## src/rtl/wb_stage.sv

```systemverilog
// Write-back stage: retires ALU results directly and completes loads by
// waiting for the data-memory response, aligning and extending the returned
// word, and writing the result to the register file. Faulting loads raise a
// one-cycle load_err_o pulse instead of writing.
//
// Handshake: an instruction moves from MEM into this stage on any rising clock
// edge where mem_valid_i && mem_ready_o. mem_ready_o is high only while no load
// is outstanding, so it never depends on mem_valid_i. dmem_rvalid_i is a
// one-shot response: it is sampled only while a load is outstanding.
module wb_stage (
    input  logic        clk,
    input  logic        rstn,
    input  logic        mem_valid_i,
    output logic        mem_ready_o,
    input  logic        mem_rd_wen_i,
    input  logic [4:0]  mem_rd_addr_i,
    input  logic        mem_is_load_i,
    input  logic [2:0]  mem_load_type_i,
    input  logic [1:0]  mem_addr_lo_i,
    input  logic [31:0] mem_alu_data_i,
    input  logic        dmem_rvalid_i,
    input  logic [31:0] dmem_rdata_i,
    input  logic        dmem_err_i,
    output logic        wen_o,
    output logic [4:0]  wr_addr_o,
    output logic [31:0] wr_data_o,
    output logic        load_err_o,
    output logic [31:0] retired_cnt_o,
    output logic        dbg_state_o
);

    localparam logic [0:0] S_IDLE = 1'b0;
    localparam logic [0:0] S_WAIT = 1'b1;

    logic [0:0]  r_state;
    logic [4:0]  r_rd;
    logic        r_rd_wen;
    logic [2:0]  r_type;
    logic [1:0]  r_off;
    logic        r_wen;
    logic [4:0]  r_wr_addr;
    logic [31:0] r_wr_data;
    logic        r_load_err;
    logic [31:0] r_retired_cnt;

    logic        w_accept;
    logic        w_legal;
    logic [7:0]  w_byte;
    logic [15:0] w_half;
    logic [31:0] w_load_data;

    assign mem_ready_o   = (r_state == S_IDLE);
    assign w_accept      = mem_valid_i && mem_ready_o;
    assign wen_o         = r_wen;
    assign wr_addr_o     = r_wr_addr;
    assign wr_data_o     = r_wr_data;
    assign load_err_o    = r_load_err;
    assign retired_cnt_o = r_retired_cnt;
    assign dbg_state_o   = r_state;

    // Decide whether the incoming load's type and byte offset are legal.
    always_comb begin
        w_legal = 1'b0;
        case (mem_load_type_i)
            3'b000, 3'b100: w_legal = 1'b1;
            3'b001, 3'b101: w_legal = ~mem_addr_lo_i[0];
            3'b010:         w_legal = (mem_addr_lo_i == 2'b00);
            default:        w_legal = 1'b0;
        endcase
    end

    // Pick the addressed byte/half from the response and extend per load type.
    always_comb begin
        w_byte = dmem_rdata_i[7:0];
        case (r_off)
            2'd0: w_byte = dmem_rdata_i[7:0];
            2'd1: w_byte = dmem_rdata_i[15:8];
            2'd2: w_byte = dmem_rdata_i[23:16];
            2'd3: w_byte = dmem_rdata_i[31:24];
            default: w_byte = dmem_rdata_i[7:0];
        endcase
        w_half = r_off[1] ? dmem_rdata_i[31:16] : dmem_rdata_i[15:0];
        case (r_type)
            3'b000:  w_load_data = {{24{w_byte[7]}}, w_byte};
            3'b001:  w_load_data = {{16{w_half[15]}}, w_half};
            3'b100:  w_load_data = {24'd0, w_byte};
            3'b101:  w_load_data = {16'd0, w_half};
            default: w_load_data = dmem_rdata_i;
        endcase
    end

    // Stage state, write port and retire counter; write/fault are one-cycle pulses.
    always_ff @(posedge clk) begin
        if (!rstn) begin
            r_state       <= S_IDLE;
            r_rd          <= 5'd0;
            r_rd_wen      <= 1'b0;
            r_type        <= 3'd0;
            r_off         <= 2'd0;
            r_wen         <= 1'b0;
            r_wr_addr     <= 5'd0;
            r_wr_data     <= 32'd0;
            r_load_err    <= 1'b0;
            r_retired_cnt <= 32'd0;
        end else begin
            r_wen      <= 1'b0;
            r_load_err <= 1'b0;
            if (r_state == S_IDLE) begin
                if (w_accept) begin
                    if (!mem_is_load_i) begin
                        r_retired_cnt <= r_retired_cnt + 32'd1;
                        if (mem_rd_wen_i && (mem_rd_addr_i != 5'd0)) begin
                            r_wen     <= 1'b1;
                            r_wr_addr <= mem_rd_addr_i;
                            r_wr_data <= mem_alu_data_i;
                        end
                    end else if (w_legal) begin
                        r_rd     <= mem_rd_addr_i;
                        r_rd_wen <= mem_rd_wen_i;
                        r_type   <= mem_load_type_i;
                        r_off    <= mem_addr_lo_i;
                        r_state  <= S_WAIT;
                    end else begin
                        r_load_err <= 1'b1;
                    end
                end
            end else begin
                if (dmem_rvalid_i) begin
                    r_state <= S_IDLE;
                    if (dmem_err_i) begin
                        r_load_err <= 1'b1;
                    end else begin
                        r_retired_cnt <= r_retired_cnt + 32'd1;
                        if (r_rd_wen && (r_rd != 5'd0)) begin
                            r_wen     <= 1'b1;
                            r_wr_addr <= r_rd;
                            r_wr_data <= w_load_data;
                        end
                    end
                end
            end
        end
    end

endmodule

```

## config.mk

```make
export PLATFORM = sky130hd
export DESIGN_NAME = wb_stage
export DESIGN_NICKNAME = d
export VERILOG_FILES = /design/src/rtl/wb_stage.sv
export SDC_FILE = /design/constraint.sdc
export NUM_CORES = 1
export LEC_CHECK = 0
export ABC_AREA = 1
export BUFFER_PORTS_ARGS = -buffer_cell sky130_fd_sc_hd__buf_2
export CORE_ASPECT_RATIO = 1.25
export CORE_MARGIN = 3
export CORE_UTILIZATION = 40
export CTS_CLUSTER_DIAMETER = 40
export DETAILED_ROUTE_END_ITERATION = 10
export GPL_ROUTABILITY_DRIVEN = 0
export GPL_TIMING_DRIVEN = 0
export PLACE_DENSITY = 0.65
export SETUP_SLACK_MARGIN = 0.3
export SLEW_MARGIN = 25
export SYNTH_ARGS = -nofsm -noshare
export SYNTH_HDL_FRONTEND = slang
export SYNTH_SLANG_ARGS = --single-unit
```

## constraint.sdc

```tcl
create_clock -name clk -period 2.1 [get_ports clk]
set_clock_uncertainty 0.05 [all_clocks]
set_input_delay 0.105 -clock clk [delete_from_list [all_inputs] [get_ports clk]]
set_output_delay 0.105 -clock clk [all_outputs]
set_load 0.005 [all_outputs]
```

==> summary.md, run 1 <==
| Metric | Value |
|---|---|
| Run status | `complete, no violations` |
| DRC | `0` |
| Fraction of final layout cells with drive strength greater than 1 | `0.240` |
| Normalized max-slew margin | `0.609` |
| Number of nets in the synthesized netlist | `888` |
| Wire length of the first global-routing pass | `26400 um` |
| Count of inserted antenna diode cells | `0` |
| Clock tree from TritonCTS | `built` |
| Peak-usage layer in the global routing report | `met2` |
| Setup WS pre-CTS | `256 ps` |
| Max-cap violations | `0` |
| Crit path max-delay family | `simple AND/OR/NAND/NOR gates` |
| Area of the multi-input gates | `2760 sq um` |
| Total power density per cell area | `628 nW/um^2` |
| Count of unique library cells instantiated by Yosys | `32` |
| Slack of the critical path | `425 ps` |
| Crit. End Element | `flop` |
| Crit-path slowest cell | `dfxtp_2` |
| Total routing resource utilization after global routing | `0.244` |
| Number of hold violations in the final report | `0` |
| Measured slew at the worst slew-check pin | `586 ps` |
| Max-slew violation count | `0` |
| Post-DRT Antenna Nets | `0` |
| Root buffer cell | `clkbuf_16` |
| Share of synthesized area occupied by flip-flops and latches | `0.338` |
| Peak clock frequency supported by timing | `597 MHz` |
| Via count of the first global-routing pass | `5513` |
| Peak supply drop | `0.340 mV` |
| Met2 routing resource usage after global routing | `0.457` |
| Drt first-iter violations | `272` |
| Required time of the worst setup path | `2290 ps` |
| Routed wire length | `16700 um` |
| Clock Path Buffers | `2` |
| Commonest cells after routing, fill and taps aside | `206 x nand2_1, 167 x buf_2, 104 x nor2_1` |
| IO buf count | `153` |
| Fin nets | `1059` |
| Maximum number of pins on one net before global-route repair | `13` |
| Post-route non-filler standard cell count | `1142` |
| Area growth syn-to-layout | `28.0%` |
| Final setup violation count | `0` |
| Die ar. | `13700 sq um` |
| Number of buffers and inverters on the critical path | `3` |
| Top-level port count | `154` |
| Number of warnings printed during yosys synthesis | `0` |
| Later-pin clock latency in the skew report | `340 ps` |
| Die outline height | `130 um` |
| Area of the placeable core | `11800 sq um` |
| TritonRoute pass-1 iters | `5` |
| Initial antenna violation count | `1` |
| Worst setup path category | `reg -> reg` |
| Path class of the lowest-slack min-delay path | `in -> reg` |
| RSZ-0062 raised after global routing | `false` |
| Final design instance area without fill | `6290 sq um` |
| Cts bufs inserted | `9` |
| Most common cell after layout, fill and taps aside | `nand2_1` |
| Biggest fanout along the worst timing path | `10` |
| Clock-pin slew on the worst setup and hold paths | `60 ps` |
| Number of instances in the synthesized netlist | `806` |
| Total area of sequential cells | `1660 sq um` |
| Number of H-tree branching levels | `3` |
| Average routed wire per standard cell | `14.6 um` |
| Placed Area | `5880 sq um` |
| Number of rows created at floorplan | `44` |
| Critical path arrival | `1870 ps` |
| Post-Syn Area | `4920 sq um` |
| Via count | `5686` |
| Aggregate negative setup slack | `0 ps` |
| Pleak | `0.00301 uW` |
| Flops & latches, synth | `83` |
| Number of sinks handled by clock tree synthesis | `83` |
| Die W | `105 um` |
| CP most frequent cell | `nor2_1` |
| Final critical-path share of the clock period | `0.798` |
| Global-route congestion overflow total | `0` |
| Delay of the slowest critical-path stage | `370 ps` |
| Placed Instances | `1120` |
| Grt met1 use | `0.257` |
| Routed vias/inst | `4.98` |
| Met3 track utilization from global routing | `0.0594` |
| Post-DP HPWL | `13200 um` |
| Startpoint types | `flop` |
| Cell-by-cell trace of the critical path | `inv_2 > nand2_1 > nor2_1 > nand3_1 > nand2_2 > inv_2 > clkbuf_4 > nor2_1 > nor2_1` |
| Mean instance size in the synthesized netlist | `6.10 sq um` |
| FILL cells | `1258` |
| Initial cell density of the core | `0.415` |
| Shortest clock period the worst path allows after layout | `1680 ps` |
-- state kept, by name (all words and copies together) (netlist names) --
name,cells
dbg_state_o,1
load_err_o,1
r_off,2
r_rd,5
r_rd_wen,1
r_type,3
retired_cnt_o,32
wen_o,1
wr_addr_o,5
wr_data_o,32
-- layer usage --
| metal | part of all wire | vias up |
|---|---|---|
| li1 | - | 2930 |
| met1 | 0.37 | 2503 |
| met2 | 0.51 | 200 |
| met3 | 0.074 | 51 |
| met4 | 0.039 | 2 |
| met5 | 0.00054 | - |
-- kinds of logic after synthesis --
| group | after synthesis | share of synthesized area |
|---|---|---|
| AND/OR/NAND/NOR | 414 | 0.360 |
| flip-flops | 83 | 0.338 |
| AO/OA/AOI/OAI | 177 | 0.186 |
| XOR/XNOR | 6 | 0.0107 |
| adder cells (fa/ha/maj) | 1 | 0.00254 |
| buffers and inverters | 125 | 0.103 |
-- synth_stat cells --
cell type | number | area share
nor3_1 | 8 | 0.0081
o21ai_1 | 35 | 0.036
inv_1 | 78 | 0.060
nor2_1 | 105 | 0.080
o21a_1 | 1 | 0.0015
nor2_2 | 7 | 0.0089
xor2_1 | 5 | 0.0089
a21o_1 | 2 | 0.0031
nand3_2 | 5 | 0.010
clkinv_1 | 1 | 0.00076
buf_1 | 1 | 0.00076
a21oi_1 | 91 | 0.093
dfxtp_1 | 83 | 0.34
nand4_1 | 7 | 0.0089
buf_2 | 18 | 0.018
buf_4 | 2 | 0.0031
nand2_2 | 4 | 0.0051
nor2_4 | 3 | 0.0069
or2_2 | 16 | 0.020
a22oi_1 | 1 | 0.0015
a21oi_2 | 1 | 0.0018
o21bai_1 | 2 | 0.0031
nand3_1 | 52 | 0.053
xnor2_1 | 1 | 0.0018
o211ai_1 | 3 | 0.0046
ha_1 | 1 | 0.0025
clkbuf_1 | 18 | 0.014
buf_6 | 1 | 0.0023
and3_1 | 1 | 0.0013
o21ai_0 | 41 | 0.042
nand2_1 | 206 | 0.16
inv_2 | 6 | 0.0046
-- worst reg2reg max path, stage by stage (launching register included) --
cell	delay, ps
dfxtp_2	370
inv_2	80
nand2_1	90
nor2_1	160
nand3_1	140
nand2_2	200
inv_2	90
clkbuf_4	210
nor2_1	130
nor2_1	60
-- stage by stage --
stage,hold WS [ps],utilization,power (uW)
floorplan,198,-,2020
global placement,324,0.497,2250
detailed placement,326,0.497,2250
CTS,1.41,0.529,3970
global route,3.11,0.532,4100
finish,4.98,0.532,3950
-- cell type report --
cell class / count / area share
multi-input combinational: 598 / 0.439
sequential: 83 / 0.265
timing repair buffer: 160 / 0.132
inverter: 85 / 0.0507
clock buffer: 13 / 0.0398
tap: 161 / 0.0320
buffer: 40 / 0.0318
clock inverter: 2 / 0.00955
-- path summary, 6_finish.rpt --
path	slack, ps	depth (start not counted)	startpoint	to
max reg2reg	420	9	dbg_state_o	wr_addr_o[2]
min	5	3	mem_rd_addr_i[4]	r_rd[4]
max	420	9	dbg_state_o	wr_addr_o[2]
min reg2reg	450	2	retired_cnt_o[31]	retired_cnt_o[31]
-- power breakdown --
group	internal, uW	switching, uW
combinational	229	340
sequential	1630	32.3
clock	1070	649
total	2930	1020
-- timing repair --
| action | CTS | global route |
|---|---|---|
| hold endpoints to repair | 5 | 0 |
| gates resized for setup | 5 | 7 |
| setup buffers | 0 | 1 |
| endpoints found under the setup margin | 20 | 46 |
| hold buffers | 6 | 0 |
| pin swaps | 0 | 2 |
(Power assumes the default switching activity.)
==> run 2, diff against run 1 <==
Settings changed: PLACE_DENSITY 0.65 to 0.68.
Clock period 2.1 ns to 1.35 ns, I/O delays scaled along.
==> run 2 against run 1 <==
  * The run now ends with setup timing left
  * Clock-buffer cell count is 1 lower
  * First-iteration DRC count grew 27%
  * Sequential cell count did not move
  * Total power up 80%
  * Largest power group unchanged
  * Highest routed layer is now met4
==> summary.md, run 2 (synthesis results as in run 1) <==
| Metric | Value |
|---|---|
| Run status | `finished with violations` |
| Failing checks | `setup timing` |
| RSZ-0062 raised after global routing | `true` |
| Total power density per cell area | `784 nW/um^2 (+25%)` |
| Pleak | `0.00405 uW (+35%)` |
| Initial antenna violation count | `0 (-1)` |
| Drt first-iter violations | `345 (+27%)` |
| Clock Path Buffers | `2 (unchanged)` |
| Crit. End Element | `flop` |
| Startpoint types | `flop` |
| Normalized max-slew margin | `0.393 (-0.216)` |
| Total area of sequential cells | `1780 sq um (+6.8%)` |
| Combinational Power Share | `0.219 (+0.075)` |
| Switching Share | `0.277 (+0.0183)` |
| Routed wire length | `22300 um (+34%)` |
| Root buffer cell | `clkbuf_16` |
| Area growth syn-to-layout | `84.2%` |
| Fraction of final layout cells with drive strength greater than 1 | `0.542 (+0.302)` |
| IO buf count | `153 (unchanged)` |
| Total Power Consumption | `7100 uW (+80%)` |
| Most common cell after layout, fill and taps aside | `nand2_1` |
| Average routed wire per standard cell | `18.0 um (+23%)` |
| Area of the multi-input gates | `3890 sq um (+41%)` |
| Clk network pwr share | `0.420 (-0.015)` |
| Die W | `105 um (unchanged)` |
| Area of the placeable core | `11800 sq um (unchanged)` |
| Die outline height | `130 um (unchanged)` |
| Final setup violation count | `79 (+79)` |
| Die ar. | `13700 sq um (unchanged)` |
| Critical path arrival | `1750 ps (-120 ps)` |
| Fin nets | `1160 (+9.5%)` |
| Clock tree from TritonCTS | `built` |
| End-of-flow core utilization | `0.765 (+0.234)` |
| Internal Pwr Total | `5140 uW (+75%)` |
| Measured slew at the worst slew-check pin | `910 ps (+324 ps)` |
| Peak clock frequency supported by timing | `642 MHz (+7.5%)` |
| FILL cells | `787 (-37%)` |
| Clock-pin slew on the worst setup and hold paths | `70 ps (about the same)` |
| Shortest clock period the worst path allows after layout | `1560 ps (-117 ps)` |
| Total routing resource utilization after global routing | `0.292 (+0.0486)` |
| Number of rows created at floorplan | `44 (unchanged)` |
| Wire length of the first global-routing pass | `31700 um (+20%)` |
| Number of sinks handled by clock tree synthesis | `83 (unchanged)` |
| Later-pin clock latency in the skew report | `340 ps (about the same)` |
| Via count of the first global-routing pass | `6396 (+16%)` |
| TritonRoute pass-1 iters | `6 (+1)` |
| Worst setup path category | `reg -> reg` |
| Setup WS pre-CTS | `-254 ps (-510 ps)` |
| Global-route congestion overflow total | `0 (unchanged)` |
| Path class of the lowest-slack min-delay path | `in -> reg` |
| Maximum number of pins on one net before global-route repair | `14 (+1)` |
| Peak supply drop | `0.816 mV (+140%)` |
| Max-cap violations | `0 (unchanged)` |
| Top-level port count | `154 (unchanged)` |
| Via count | `6721 (+18%)` |
| Cts bufs inserted | `9 (unchanged)` |
| Biggest fanout along the worst timing path | `5 (-5)` |
| Max-slew violation count | `0 (unchanged)` |
| Number of H-tree branching levels | `3 (unchanged)` |
| Required time of the worst setup path | `1540 ps (-750 ps)` |
| Routed vias/inst | `5.40 (+8.5%)` |
| Count of inserted antenna diode cells | `0 (unchanged)` |
| Final critical-path share of the clock period | `1.15 (+0.357)` |
| Slack of the critical path | `-208 ps (-633 ps)` |
| Commonest cells after routing, fill and taps aside | `155 x nand2_1, 140 x buf_2, 72 x inv_1` |
| Switching power summed over all nets | `1970 uW (+93%)` |
| Post-DRT Antenna Nets | `0 (unchanged)` |
| Number of hold violations in the final report | `0 (unchanged)` |
| Initial cell density of the core | `0.415 (unchanged)` |
| DRC | `0 (unchanged)` |
| Fraction of power consumed by sequential logic | `0.360 (-0.061)` |
| Post-DP HPWL | `13400 um (+1.5%)` |
run 2: cell types whose count changed in the layout (fill, tap and decap cells not counted), moves of 32 or more:
cell     delta
nand2_2    +32
nor2_4     +35
nand2_1    -51
o21ai_2    +34
a21oi_1    -44
buf_4      +33
buf_6      +59
dfxtp_1    -36
a21oi_2    +41
nor2_1     -51
run 2: path summary, 6_finish.rpt:
| check | start | to | slack, ps | cells past startpoint |
|---|---|---|---|---|
| worst max-delay path | dbg_state_o | wr_addr_o[0] | -210 | 10 |
| worst min-delay path | mem_alu_data_i[19] | wr_data_o[19] | 20 | 4 |
| worst max register to register | dbg_state_o | wr_addr_o[0] | -210 | 10 |
| worst min register to register | retired_cnt_o[31] | retired_cnt_o[31] | 440 | 2 |
run 2: per-stage QoR:
stage	instances	hold WS, ps	cell area, sq um	setup TNS [ps]
finish	1244	20.5	9060	-10210
global route	1244	48.0	9060	-13910
CTS	1212	18.3	8010	-3980
detailed placement	1120	294	6130	-9610
global placement	1120	290	6130	-9050
floorplan	806	161	5160	-1.13
run 2: cell type report:
| class | instances | area share |
|---|---|---|
| Multi-Input combinational cell | 598 | 0.430 |
| Timing Repair Buffer | 261 | 0.227 |
| Sequential cell | 83 | 0.196 |
| Buffer | 40 | 0.0453 |
| Inverter | 85 | 0.0399 |
| Clock buffer | 12 | 0.0285 |
| Tap cell | 161 | 0.0222 |
| Clock inverter | 4 | 0.0105 |
run 2: power by group through the flow:
| stage | clock network [uW] | logic (uW) | registers (uW) |
|---|---|---|---|
| after floorplan | 0 | 562 | 2640 |
| after global placement | 0 | 930 | 2640 |
| after detailed placement | 0 | 933 | 2640 |
| after CTS | 3000 | 1270 | 2560 |
| after global routing | 3110 | 1660 | 2560 |
| final | 2990 | 1560 | 2560 |
run 2: per-layer routing:
layer  GRT usage  vias to the layer above  wire length, um
met5           0                        -                0
met2       0.550                      359            11600
met1       0.308                     3104             7680
met3      0.0619                      110             1660
li1            -                     3148                -
met4       0.151                        0             1380
run 2: worst max-delay path, stage by stage (launching register included):
cell and delay (ps):
dfxtp_4 370, inv_4 80, nand2_4 70, nor2_4 110
nand3_2 120, nand2_4 140, buf_6 140, clkinv_8 70
buf_12 150, nor2_2 90, nor2_1 60
run 2: repair_timing:
| action | 4_1_cts | 5_1_grt |
|---|---|---|
| endpoints found under the setup margin | 92 | 97 |
| endpoints found under the hold margin | 20 | 0 |
| gates resized for setup | 257 | 197 |
| pin swaps | 50 | 57 |
| setup buffers | 48 | 27 |
| hold buffers | 21 | 0 |
| cloned | 7 | 5 |
